$ cat config.mk
export PLATFORM = sky130hd
export DESIGN_NAME = ahb_bus_arbiter
export DESIGN_NICKNAME = d
export VERILOG_FILES = /design/src/rtl/ahb_bridge_pkg.sv /design/src/rtl/ahb_bus_arbiter_picker.sv /design/src/rtl/ahb_bus_arbiter.sv
export SDC_FILE = /design/constraint.sdc
export NUM_CORES = 1
export LEC_CHECK = 0
export ABC_CLOCK_PERIOD_IN_PS = 3600
export CAP_MARGIN = 20
export CORE_MARGIN = 8
export CORE_UTILIZATION = 25
export DETAILED_ROUTE_END_ITERATION = 10
export GPL_TIMING_DRIVEN = 0
export PLACE_DENSITY = 0.45
export SYNTH_ARGS = -nofsm -noshare
export SYNTH_HDL_FRONTEND = slang
export SYNTH_SLANG_ARGS = --single-unit
$ cat constraint.sdc
create_clock -name HCLK -period 3.6 [get_ports HCLK]
set_input_delay 0.36 -clock HCLK [delete_from_list [all_inputs] [get_ports HCLK]]
set_output_delay 0.36 -clock HCLK [all_outputs]
set_load 0.005 [all_outputs]
$ cat src/rtl/ahb_bridge_pkg.sv
// Shared definitions for the AHB2APB bridge: HTRANS/HRESP encodings and arbiter states.
package ahb_bridge_pkg;

  typedef enum logic [1:0] {
    HTRANS_IDLE   = 2'b00,
    HTRANS_BUSY   = 2'b01,
    HTRANS_NONSEQ = 2'b10,
    HTRANS_SEQ    = 2'b11
  } htrans_e;

  typedef enum logic [1:0] {
    HRESP_OKAY  = 2'b00,
    HRESP_ERROR = 2'b01,
    HRESP_RETRY = 2'b10,
    HRESP_SPLIT = 2'b11
  } hresp_e;

  typedef enum logic [1:0] {
    ARB_PARK,
    ARB_OWNED,
    ARB_LOCKED,
    ARB_LOCK_END
  } arb_state_e;

  localparam int HOLD_CNT_W = 8;

  // Ownership may only move when no burst is in flight: a completed IDLE or a fresh NONSEQ.
  function automatic logic is_arb_point(input logic [1:0] htrans, input logic hready);
    return hready && ((htrans_e'(htrans) == HTRANS_IDLE) || (htrans_e'(htrans) == HTRANS_NONSEQ));
  endfunction

endpackage

$ cat src/rtl/ahb_bus_arbiter_picker.sv
// Combinational round-robin picker: first unmasked requester scanning upward from rr_ptr+1.
module rr_priority_picker
  import ahb_bridge_pkg::*;
#(
  parameter int NUM_MASTERS = 3,
  parameter int MASTER_W    = 2
) (
  input  logic [NUM_MASTERS-1:0] req,
  input  logic [NUM_MASTERS-1:0] mask,
  input  logic [MASTER_W-1:0]    rr_ptr,
  output logic [NUM_MASTERS-1:0] winner_onehot,
  output logic [MASTER_W-1:0]    winner_idx,
  output logic                   winner_valid
);

  logic [MASTER_W:0]   sum;
  logic [MASTER_W-1:0] idx;

  // Scan farthest-first so the nearest requester after rr_ptr is the last to overwrite.
  always_comb begin
    winner_onehot = '0;
    winner_idx    = '0;
    winner_valid  = 1'b0;
    sum           = '0;
    idx           = '0;
    for (int k = NUM_MASTERS; k >= 1; k--) begin
      sum = {1'b0, rr_ptr} + (MASTER_W+1)'(k);
      if (sum >= (MASTER_W+1)'(NUM_MASTERS))
        sum = sum - (MASTER_W+1)'(NUM_MASTERS);
      idx = sum[MASTER_W-1:0];
      if (req[idx] && !mask[idx]) begin
        winner_onehot      = '0;
        winner_onehot[idx] = 1'b1;
        winner_idx         = idx;
        winner_valid       = 1'b1;
      end
    end
  end

endmodule

$ cat src/rtl/ahb_bus_arbiter.sv
// Round-robin AHB bus arbiter with hold-limit fairness, locked sequences and a parked default master.
module ahb_bus_arbiter
  import ahb_bridge_pkg::*;
#(
  parameter int NUM_MASTERS    = 3,
  parameter int MASTER_W       = 2,
  parameter int DEFAULT_MASTER = 0,
  parameter int MAX_HOLD       = 8
) (
  input  logic                   HCLK,
  input  logic                   HRESET,
  input  logic [NUM_MASTERS-1:0] HBUSREQ,
  input  logic [NUM_MASTERS-1:0] HLOCK,
  input  logic [1:0]             HTRANS,
  input  logic                   HREADY,
  output logic [NUM_MASTERS-1:0] HGRANT,
  output logic [MASTER_W-1:0]    HMASTER,
  output logic                   HMASTLOCK
);

  localparam logic [NUM_MASTERS-1:0] DEFAULT_GRANT = NUM_MASTERS'(1) << DEFAULT_MASTER;
  localparam logic [MASTER_W-1:0]    DEFAULT_IDX   = MASTER_W'(DEFAULT_MASTER);
  localparam logic [HOLD_CNT_W-1:0]  HOLD_MAX      = HOLD_CNT_W'(MAX_HOLD);

  arb_state_e            state;
  logic [MASTER_W-1:0]   owner_idx;
  logic [MASTER_W-1:0]   rr_ptr;
  logic [HOLD_CNT_W-1:0] hold_cnt;
  logic [HOLD_CNT_W-1:0] hold_inc;

  logic                   arb_ok;
  logic                   owner_req;
  logic                   owner_lock;
  logic                   others_req;
  logic                   beat;
  logic                   keep;
  logic                   take;
  logic                   go_park;
  logic [NUM_MASTERS-1:0] pick_mask;
  logic [NUM_MASTERS-1:0] pick_onehot;
  logic [MASTER_W-1:0]    pick_idx;
  logic                   pick_valid;

  // The current owner is never a handover candidate; in PARK everyone, including the default, may win.
  assign pick_mask = (state == ARB_PARK) ? '0 : HGRANT;

  rr_priority_picker #(
    .NUM_MASTERS(NUM_MASTERS),
    .MASTER_W   (MASTER_W)
  ) u_picker (
    .req          (HBUSREQ),
    .mask         (pick_mask),
    .rr_ptr       (rr_ptr),
    .winner_onehot(pick_onehot),
    .winner_idx   (pick_idx),
    .winner_valid (pick_valid)
  );

  // Beats only count while the grant holder actually owns the address phase.
  always_comb begin
    arb_ok     = is_arb_point(HTRANS, HREADY);
    owner_req  = HBUSREQ[owner_idx];
    owner_lock = owner_req && HLOCK[owner_idx];
    others_req = |(HBUSREQ & ~HGRANT);
    beat       = HREADY && HTRANS[1] && (HMASTER == owner_idx);
    hold_inc   = (beat && (hold_cnt < HOLD_MAX)) ? hold_cnt + 1'b1 : hold_cnt;
    keep       = owner_req && (!others_req || (hold_cnt < HOLD_MAX));
    take       = arb_ok && pick_valid &&
                 ((state == ARB_PARK) || ((state == ARB_OWNED) && !keep));
    go_park    = arb_ok && !pick_valid && (state == ARB_OWNED) && !keep;
  end

  // Address-phase owner follows the grant one HREADY cycle later; HREADY low freezes everything.
  always_ff @(posedge HCLK or posedge HRESET) begin
    if (HRESET) begin
      state     <= ARB_PARK;
      HGRANT    <= DEFAULT_GRANT;
      owner_idx <= DEFAULT_IDX;
      rr_ptr    <= DEFAULT_IDX;
      hold_cnt  <= '0;
      HMASTER   <= DEFAULT_IDX;
      HMASTLOCK <= 1'b0;
    end else if (HREADY) begin
      HMASTER   <= owner_idx;
      HMASTLOCK <= (state == ARB_LOCKED) || (state == ARB_LOCK_END);
      hold_cnt  <= hold_inc;
      if (take) begin
        HGRANT    <= pick_onehot;
        owner_idx <= pick_idx;
        rr_ptr    <= pick_idx;
        hold_cnt  <= '0;
        state     <= HLOCK[pick_idx] ? ARB_LOCKED : ARB_OWNED;
      end else if (go_park) begin
        HGRANT    <= DEFAULT_GRANT;
        owner_idx <= DEFAULT_IDX;
        hold_cnt  <= '0;
        state     <= ARB_PARK;
      end else if (arb_ok) begin
        unique case (state)
          ARB_PARK:     state <= ARB_PARK;
          ARB_OWNED:    state <= owner_lock ? ARB_LOCKED : ARB_OWNED;
          ARB_LOCKED:   state <= owner_lock ? ARB_LOCKED : ARB_LOCK_END;
          ARB_LOCK_END: state <= ARB_OWNED;
        endcase
      end
    end
  end

endmodule

==> impl_metrics.csv, run 1 <==
group,metric,value,unit
status,status,"finished clean",
clocking,clkTransAtPathRegs,0.07,ns
detailed_routing,drcViolationCount,0,
power,peakVddDrop,0.184,mV
setup_path,timing.rr.start,"rr_ptr[0]",
worst_hold_path,holdPathStages,1,
yosys,seq_area_frac_synth,0.366,
layout,final_common_cell,"dfrtp_1",
grt,grt_max_degree,21,
grt,overflow,0,
die,initial_core_util,0.254,
sta,final_max_slew_viol_count,0,
yosys,synth_edf_count,0,
detailed_routing,dr_total_vias,1182,
place,io_buffers,16,
sta,whs,0.481,ns
yosys,synth_top_area_cell,"dfrtp_1",
layout,nFillCells,579,
detailed_routing,ant_nets,0,
power,p_per_area,762,mW/mm^2
yosys,yosysUniqueCellTypes,52,
setup_path,crit_start,"rr_ptr[0]",
setup_path,worstPathMaxFanout,9,
yosys,synth_top_area_frac,0.347,
layout,final_nets,178,
setup_path,crit_buf_inv,1,
sta,timing.final.hold_violations,0,
grt,grt_usage,0.0826,
grt,grt_pass1_vias,1191,
layout,drive_above_1_share,0.125,
worst_hold_path,min_path_type,"register to register",
sta,min_period,2.89,ns
grt,antenna_found_initial,0,
layout,syn_to_final_growth,21.5,%
yosys,syn_nets,157,
setup_path,reg2reg_slack,0.71,ns
sta,tightest_slew,0.785,ns
clocking,cts_sinks,20,
clocking,cts_tree,"built",
die,die_w,90.1,um
die,rows,27,
power,p_total,0.00127,W
sta,fin_crit_sh,0.803,
layout,layout_common_cells,"19 x dfrtp_1, 16 x clkdlybuf4s50_1, 10 x inv_1",
die,core-area,0.00541,sq mm
clocking,hold_buffers,0,
setup_path,reg2reg_depth,8,
clocking,worstSkewPairLatency,0.25,ns
sta,rsz0062_at_grt,"no",
place,gp_congestion,0.816,
yosys,ys_warn_count,0,
clocking,cts_root_buf,"clkbuf_8",
setup_path,worst_setup_path_end_kind,"register",
setup_path,reg2reg_to,"HGRANT[1]",
setup_path,endpoint,"HGRANT[1]",
sta,setup_viol,0,
detailed_routing,drtIter0Drc,37,
yosys,synth_seq_cells,20,
setup_path,setup.worst_path.class,"register to register",
setup_path,crit_slowest_cell,"dfrtp_1",
detailed_routing,drt_first_pass_iters,4,
detailed_routing,vias_per_cell,5.09,
run,drv_cap,0,
setup_path,crit_path_cell_trace,"inv_1 -> ha_1 -> nor2_1 -> nand3_1 -> o211ai_1 -> or3_4 -> o21ai_1 -> a22o_1",
detailed_routing,wl_per_cell,14.1,um
yosys,synth.area.top_cells,"dfrtp_1 35%, ha_1 5.5%, o21ai_0 3.3%",
setup_path,worstPathArrival,3.08,ns
die,ios,17,
die,fp.dieH,90.1,um
yosys,synthArstFlopShare,1.00,
grt,grt_pass1_wl,5680,um
yosys,synth_area,0.00137,sq mm
setup_path,cpLargestDelayFamily,"compound AO/OA/AOI/OAI gates",
clocking,cts_max_level,1,
detailed_routing,wl,3280,um
yosys,syn_inst,140,
sta,fmax,346,MHz
clocking,cts_setup_buffers,0,
clocking,cts_resized,0,
setup_path,crit_path_max_incr_delay,0.53,ns
sta,finalSetupTns,0,ns
setup_path,start_kind,"register",
clocking,cts_buffer_depth,2,
layout,diodes,0,
clocking,cts_buffers,3,
yosys,synth_flop_cell,"dfrtp_1",
power,p_leak,0.706,nW
sta,relSlewSlack,0.476,
setup_path,required,3.79,ns
sta,finClkSkew,0.00292,ns
setup_path,crit_cells,8,
place,hpwlAfterDp,2600,um
die,die_area,0.00811,sq mm
yosys,syn_avg_cell_area,9.80,sq um
-- layout make-up --
cell class / instances / area (sq um) / share of cell area
inverters: 10 / 37.5 / 0.0225
multi-input cells: 105 / 790 / 0.474
flip-flops and latches: 20 / 502 / 0.301
clock buffers: 4 / 45.0 / 0.0270
repair buffers: 16 / 160 / 0.0961
well taps: 72 / 90.1 / 0.0541
plain buffers: 5 / 42.5 / 0.0255
-- report_power, final --
group          switching, W  internal [W]
sequential        0.0000776      0.000298
clock             0.0000664     0.0000784
combinational      0.000396      0.000353
-- through the flow --
step	util	setup WS, ns	cells	cell area (sq um)
2_1_floorplan	-	1.10	140	1370
3_3_place_gp	0.300	0.742	228	1620
3_5_place_dp	0.300	0.754	228	1620
4_1_cts	0.308	0.731	232	1670
5_1_grt	0.308	0.520	232	1670
6_report	0.308	0.709	232	1670
-- routing by layer --
metal | part of all wire | vias up | track usage | wire length (um)
met5 | 0 | - | 0 | 0
met4 | 0.0067 | 0 | 0.0222 | 22
met1 | 0.46 | 584 | 0.101 | 1520
met2 | 0.49 | 25 | 0.142 | 1610
met3 | 0.039 | 4 | 0.0191 | 127
li1 | - | 569 | - | -
-- worst reg2reg max path, cell delays in order, from the launching register on --
cell      delay, ns
dfrtp_1        0.53
inv_1          0.16
ha_1           0.50
nor2_1         0.12
nand3_1        0.19
o211ai_1       0.22
or3_4          0.44
o21ai_1        0.44
a22o_1         0.23
-- sequential cells by signal (all words and copies together), names as in the netlist --
signal	flops
HGRANT	3
HMASTER	2
HMASTLOCK	1
hold_cnt	8
owner_idx	2
rr_ptr	2
state	2
-- worst min path at each step --
stage / startpoint / endpoint / slack [ns]
floorplan: HRESET / HGRANT[1] / 0.32
detailed placement: hold_cnt[6] / hold_cnt[6] / 0.46
global route: hold_cnt[7] / hold_cnt[7] / 0.51
finish: hold_cnt[6] / hold_cnt[6] / 0.48
global placement: hold_cnt[6] / hold_cnt[6] / 0.46
CTS: hold_cnt[6] / hold_cnt[6] / 0.49
-- cells in the mapped netlist (all sizes together), types with 2 or more instances --
cell / instances
dfrtp: 19
o21ai: 11
inv: 10
nor2: 10
and2: 7
ha: 6
nand2: 6
mux2: 5
nand3: 5
o211ai: 5
buf: 4
a21oi: 3
a22o: 3
a2bb2oi: 3
mux2i: 3
nand4: 3
nor3b: 3
xor2: 3
a21o: 2
a41oi: 2
nor2b: 2
o21a: 2
-- cells by family (layout without fill, tap and decap cells) --
| logic type | after synthesis | after routing | share of synthesized area |
|---|---|---|---|
| buffers and inverters | 15 | 35 | 0.0584 |
| adder cells (fa/ha/maj) | 6 | 6 | 0.0547 |
| multiplexers | 8 | 8 | 0.0657 |
| flip-flops | 20 | 20 | 0.366 |
| AO/OA/AOI/OAI | 45 | 45 | 0.252 |
| AND/OR/NAND/NOR | 42 | 42 | 0.178 |
| XOR/XNOR | 4 | 4 | 0.0256 |
No activity file was read; power rests on OpenSTA's default activity.
==> inputs of run 2 (changes only) <==
--- a/config.mk
+++ b/config.mk
@@ -5,13 +5,13 @@
 export SDC_FILE = /design/constraint.sdc
 export NUM_CORES = 1
 export LEC_CHECK = 0
-export ABC_CLOCK_PERIOD_IN_PS = 3600
+export ABC_CLOCK_PERIOD_IN_PS = 2500
 export CAP_MARGIN = 20
 export CORE_MARGIN = 8
 export CORE_UTILIZATION = 25
 export DETAILED_ROUTE_END_ITERATION = 10
 export GPL_TIMING_DRIVEN = 0
-export PLACE_DENSITY = 0.45
+export PLACE_DENSITY = 0.47
 export SYNTH_ARGS = -nofsm -noshare
 export SYNTH_HDL_FRONTEND = slang
 export SYNTH_SLANG_ARGS = --single-unit
==> constraint.sdc (replaced) <==
create_clock -name HCLK -period 2.5 [get_ports HCLK]
set_input_delay 0.25 -clock HCLK [delete_from_list [all_inputs] [get_ports HCLK]]
set_output_delay 0.25 -clock HCLK [all_outputs]
set_load 0.005 [all_outputs]
==> run 2 against run 1 <==
Combinational power up 67%; core utilization up 1.8 points; total power up 60%; critical endpoint is now rr_ptr[0]; sequential power up 43%; cell count up 1.3%; via count down 0.42%; sequential cell count unchanged; critical path type unchanged; die area unchanged; final area up 5.9%; clock-buffer cell count unchanged; worst setup slack worse by 0.60 ns; critical path depth up 2.
==> impl_metrics.csv, run 2 (same netlist as run 1, synthesis figures left out) <==
group,metric,value,unit
layout,diodes,0,
detailed_routing,drtIter0Drc,43,
detailed_routing,wl_per_cell,15.0,um
grt,antenna_found_initial,0,
power,p_sw,0.000858,W
setup_path,crit_slowest_cell,"dfrtp_2",
layout,final_nets,181,
die,initial_core_util,0.254,
sta,finClkSkew,0.00195,ns
sta,setup_viol,0,
setup_path,worstPathMaxFanout,10,
place,io_buffers,16,
sta,fin_crit_sh,0.957,
clocking,worstSkewPairLatency,0.25,ns
power,switching_share,0.422,
clocking,cts_buffers,3,
clocking,cts_max_level,1,
setup_path,start_kind,"register",
clocking,cts_sinks,20,
sta,final_max_slew_viol_count,0,
power,peakVddDrop,0.364,mV
setup_path,crit_path_max_incr_delay,0.42,ns
grt,grt_pass1_wl,5850,um
sta,rsz0062_at_grt,"no",
layout,syn_to_final_growth,28.7,%
clocking,cts_buffer_depth,2,
clocking,cts_root_buf,"clkbuf_8",
detailed_routing,dr_total_vias,1177,
layout,largest_reg_flops,8,
die,die_area,0.00811,sq mm
die,fp.dieH,90.1,um
clocking,clkTransAtPathRegs,0.07,ns
layout,regMostFlops,"hold_cnt",
worst_hold_path,min_path_type,"input pin to asynchronous set/reset pin",
setup_path,worst_setup_path_end_kind,"register",
status,status,"finished clean",
power,power.share.combinational,0.616,
grt,grt_pass1_vias,1195,
die,ios,17,
detailed_routing,drcViolationCount,0,
detailed_routing,drt_first_pass_iters,5,
die,core-area,0.00541,sq mm
place,dpl.cell_count,228,
run,drv_cap,0,
detailed_routing,wl,3520,um
sta,min_period,2.39,ns
setup_path,crit_path_cell_trace,"inv_2 -> ha_4 -> buf_6 -> nor3b_1 -> a31oi_1 -> a2bb2oi_2 -> or3_4 -> and2_4 -> buf_6 -> mux2_4",
setup_path,cp_common_cell,"buf_6",
die,die_w,90.1,um
sta,relSlewSlack,0.473,
grt,grt_max_degree,21,
power,p_clk_frac,0.119,
power,p_per_area,1150,mW/mm^2
layout,largest_registers,"hold_cnt: 8 flops, HGRANT: 3 flops",
power,seqPwrFrac,0.265,
power,p_int,0.00117,W
layout,final_common_cell,"dfrtp_1",
layout,fin_cells,235,
layout,drive_above_1_share,0.215,
detailed_routing,vias_per_cell,5.01,
power,p_leak,0.730,nW
layout,final_core_util,0.327,
detailed_routing,ant_nets,0,
sta,tightest_slew,0.790,ns
layout,layout_common_cells,"18 x dfrtp_1, 16 x clkdlybuf4s50_1, 9 x nor2_1, 9 x o21ai_0, 8 x inv_1",
grt,overflow,0,
setup_path,setup.worst_path.class,"register to register",
clocking,cts_tree,"built",
die,rows,27,
sta,fmax,418,MHz
setup_path,reg2reg_depth,10,
clocking,hold_buffers,0,
sta,timing.final.hold_violations,0,
setup_path,required,2.64,ns
place,gp_congestion,0.869,
sta,finalSetupTns,0,ns
place,hpwlAfterDp,2610,um
grt,grt_usage,0.0841,
setup_path,worstPathArrival,2.53,ns
-- run 2: critical path, delay by kind of cell, from the launching register on --
family / cells / cell delay [ns]
buf+inv: 3 / 0.36
compound gates: 2 / 0.32
mux: 1 / 0.29
flops: 1 / 0.42
simple gates: 3 / 0.58
fa+ha+maj: 1 / 0.31
-- run 2: path summary, 6_finish.rpt --
check / start / end / slack [ns]
hold reg to reg: hold_cnt[4] / hold_cnt[4] / 0.48
min in group HCLK: hold_cnt[4] / hold_cnt[4] / 0.48
max in group asynchronous: HRESET / rr_ptr[0] / 1.51
setup reg to reg: rr_ptr[0] / rr_ptr[0] / 0.11
setup / recovery: rr_ptr[0] / rr_ptr[0] / 0.11
hold / removal: HRESET / hold_cnt[6] / 0.45
-- run 2: repair_timing --
action | 4_1_cts | 5_1_grt
pin swaps | 1 | 1
resized for setup | 5 | 8
buffers inserted | 2 | 2
endpoints found under the setup margin | 17 | 9
-- run 2: metal layers --
metal / global-route usage / part of all wire
met3: 0.0108 / 0.017
met1: 0.106 / 0.48
met4: 0.0264 / 0.0037
met5: 0 / 0
met2: 0.144 / 0.50
-- run 2: layout make-up --
class	instances	area (sq um)
multi-input combinational	105	851
tap	72	90.1
inverter	10	37.5
sequential	20	503
fill	572	3640
buffer	4	38.8
clock buffer	4	55.1
timing repair buffer	20	190
-- run 2: metrics by stage --
stage / hold slack, ns / total power (W) / area (sq um) / setup WS [ns]
2_1_floorplan: 0.213 / 0.00131 / 1370 / 0.00225
3_3_place_gp: 0.462 / 0.00161 / 1620 / -0.352
3_5_place_dp: 0.466 / 0.00163 / 1620 / -0.304
4_1_cts: 0.469 / 0.00194 / 1710 / 0.00436
5_1_grt: 0.508 / 0.00219 / 1770 / 0.00528
6_report: 0.447 / 0.00203 / 1770 / 0.107
-- run 2: power groups by stage --
stage                     Sequential, W  Combinational (W)  Clock [W]
after floorplan                0.000520           0.000791          0
after global placement         0.000544            0.00107          0
after detailed placement       0.000549            0.00108          0
after CTS                      0.000533            0.00116   0.000252
after global routing           0.000555            0.00137   0.000264
final                          0.000538            0.00125   0.000243
==> inputs of run 3 (changes only) <==
--- a/config.mk
+++ b/config.mk
@@ -7,11 +7,11 @@
 export LEC_CHECK = 0
 export ABC_CLOCK_PERIOD_IN_PS = 2500
 export CAP_MARGIN = 20
+export CORE_ASPECT_RATIO = 1.1
 export CORE_MARGIN = 8
 export CORE_UTILIZATION = 25
 export DETAILED_ROUTE_END_ITERATION = 10
 export GPL_TIMING_DRIVEN = 0
-export PLACE_DENSITY = 0.47
 export SYNTH_ARGS = -nofsm -noshare
 export SYNTH_HDL_FRONTEND = slang
 export SYNTH_SLANG_ARGS = --single-unit
==> run 3 against run 2 <==
Global-route usage rose by 0.12 points; non-clock buffer count fell by 1; critical path depth did not move; wire length fell by 4.8%; worst hold slack got worse by 0.018 ns; register-to-register slack got worse by 0.02 ns; cell count rose by 0.85%; clock skew rose by 0.0037 ns; sequential share of layout area rose by 0.24 points; sequential cell count did not move; clock power barely moved; total power fell by 1.8%.
==> impl_metrics.csv, run 3 (same netlist as run 1, synthesis figures left out) <==
group,metric,value,unit
status,status,"finished clean",
sta,final_max_slew_viol_count,0,
sta,fmax,415,MHz
setup_path,worstPathArrival,2.56,ns
setup_path,reg2reg_depth,10,
grt,antenna_found_initial,0,
sta,min_period,2.41,ns
layout,multiInputGateArea,840,sq um
run,drv_cap,0,
layout,stdcell_area,0.00175,sq mm
detailed_routing,drtIter0Drc,52,
clocking,cts_tree,"built",
layout,diodes,0,
die,core-area,0.00533,sq mm
layout,nFillCells,580,
clocking,worstSkewPairLatency,0.26,ns
die,die_w,86.6,um
grt,grt_pass1_wl,5610,um
detailed_routing,wl_per_cell,14.1,um
clocking,cts_sinks,20,
setup_path,reg2reg_slack,0.09,ns
setup_path,crit_start,"rr_ptr[1]",
detailed_routing,wl,3350,um
clocking,hold_buffers,0,
die,initial_core_util,0.258,
setup_path,worst_setup_path_end_kind,"register",
die,rows,28,
detailed_routing,drcViolationCount,0,
power,peakVddDrop,0.380,mV
place,io_buffers,16,
sta,setup_viol,0,
sta,tightest_slew,0.778,ns
setup_path,setup.worst_path.class,"register to register",
setup_path,reg2reg_to,"rr_ptr[0]",
die,die_area,0.00811,sq mm
grt,grt_usage,0.0853,
detailed_routing,drt_first_pass_iters,4,
worst_hold_path,min_path_type,"input pin to asynchronous set/reset pin",
clocking,cts_root_buf,"clkbuf_8",
die,ios,17,
sta,setup_ws,0.0897,ns
sta,finClkSkew,0.00560,ns
sta,fin_crit_sh,0.964,
detailed_routing,ant_nets,0,
place,gp_congestion,0.772,
sta,rsz0062_at_grt,"no",
clocking,cts_buffer_depth,2,
die,fp.dieH,93.7,um
sta,relSlewSlack,0.481,
power,p_per_area,1140,mW/mm^2
layout,drive_above_1_share,0.204,
place,hpwlAfterDp,2440,um
grt,grt_pass1_vias,1142,
layout,seq_area,503,sq um
layout,final_common_cell,"dfrtp_1",
grt,grt_max_degree,21,
setup_path,endpoint,"rr_ptr[0]",
sta,timing.final.hold_violations,0,
layout,syn_to_final_growth,27.6,%
place,placed_cell_area,0.00163,sq mm
layout,final_nets,180,
setup_path,start_kind,"register",
clocking,cts_buffers,3,
detailed_routing,dr_total_vias,1161,
clocking,clkTransAtPathRegs,0.07,ns
grt,overflow,0,
power,p_leak,0.729,nW
layout,largest_registers,"hold_cnt: 8 flops, HGRANT: 3 flops",
place,pre_cts_ws,-0.329,ns
setup_path,timing.rr.start,"rr_ptr[1]",
layout,regMostFlops,"hold_cnt",
detailed_routing,vias_per_cell,4.90,
layout,largest_reg_flops,8,
layout,layout_common_cells,"18 x dfrtp_1, 16 x clkdlybuf4s50_1, 9 x nor2_1, 9 x o21ai_0, 8 x inv_1",
clocking,cts_max_level,1,
setup_path,required,2.65,ns
setup_path,worstPathMaxFanout,10,
## run 3: power breakdown
part,switching [W],leakage [nW],internal (W)
combinational,0.000626,0.441,0.000589
sequential,0.000104,0.260,0.000431
clock,0.000104,0.0288,0.000140
total,0.000834,0.729,0.00116
## run 3: worst min path at each step
stage	start	endpoint	slack (ns)
2_1_floorplan	HRESET	HGRANT[1]	0.21
3_3_place_gp	hold_cnt[5]	hold_cnt[5]	0.47
3_5_place_dp	hold_cnt[5]	hold_cnt[5]	0.47
4_1_cts	HRESET	hold_cnt[4]	0.46
5_1_grt	hold_cnt[4]	hold_cnt[4]	0.51
6_report	HRESET	rr_ptr[1]	0.43
## run 3: what timing repair did
action                                  CTS  global route
buffers inserted                          1             2
endpoints found under the setup margin   17             7
pin swaps                                 0             1
resized for setup                         7             4
gates cloned                              0             0
## run 3: cell type report
| type | instances | share of cell area |
|---|---|---|
| Buffer | 4 | 0.0222 |
| Clock buffer | 4 | 0.0315 |
| Inverter | 10 | 0.0214 |
| Multi-Input combinational cell | 105 | 0.480 |
| Sequential cell | 20 | 0.287 |
| Tap cell | 75 | 0.0536 |
| Timing Repair Buffer | 19 | 0.104 |
## run 3: worst max-delay path: stages, from the launching register on
cell and delay, ns:
dfrtp_1 0.41, inv_2 0.10, ha_4 0.33, buf_6 0.15, nor3b_1 0.05, a31oi_1 0.19
a2bb2oi_2 0.12, or3_4 0.37, and2_4 0.17, buf_6 0.13, mux2_4 0.28
## run 3: routing by layer
layer | global-route usage | up-vias | wire (um)
li1 | - | 572 | -
met1 | 0.107 | 565 | 1630
met4 | 0.0216 | 0 | 25
met2 | 0.138 | 20 | 1540
met3 | 0.0254 | 4 | 150
met5 | 0 | - | 0
## run 3: metrics by stage
step                      setup TNS (ns)  hold WS [ns]  instances  total power [W]  utilization
after floorplan                        0         0.213        140          0.00131            -
after global placement             -3.86         0.465        231          0.00161        0.305
after detailed placement           -3.29         0.470        231          0.00162        0.305
after CTS                              0         0.455        235          0.00194        0.323
after global routing                   0         0.506        237          0.00217        0.329
final                                  0         0.429        237          0.00199        0.329
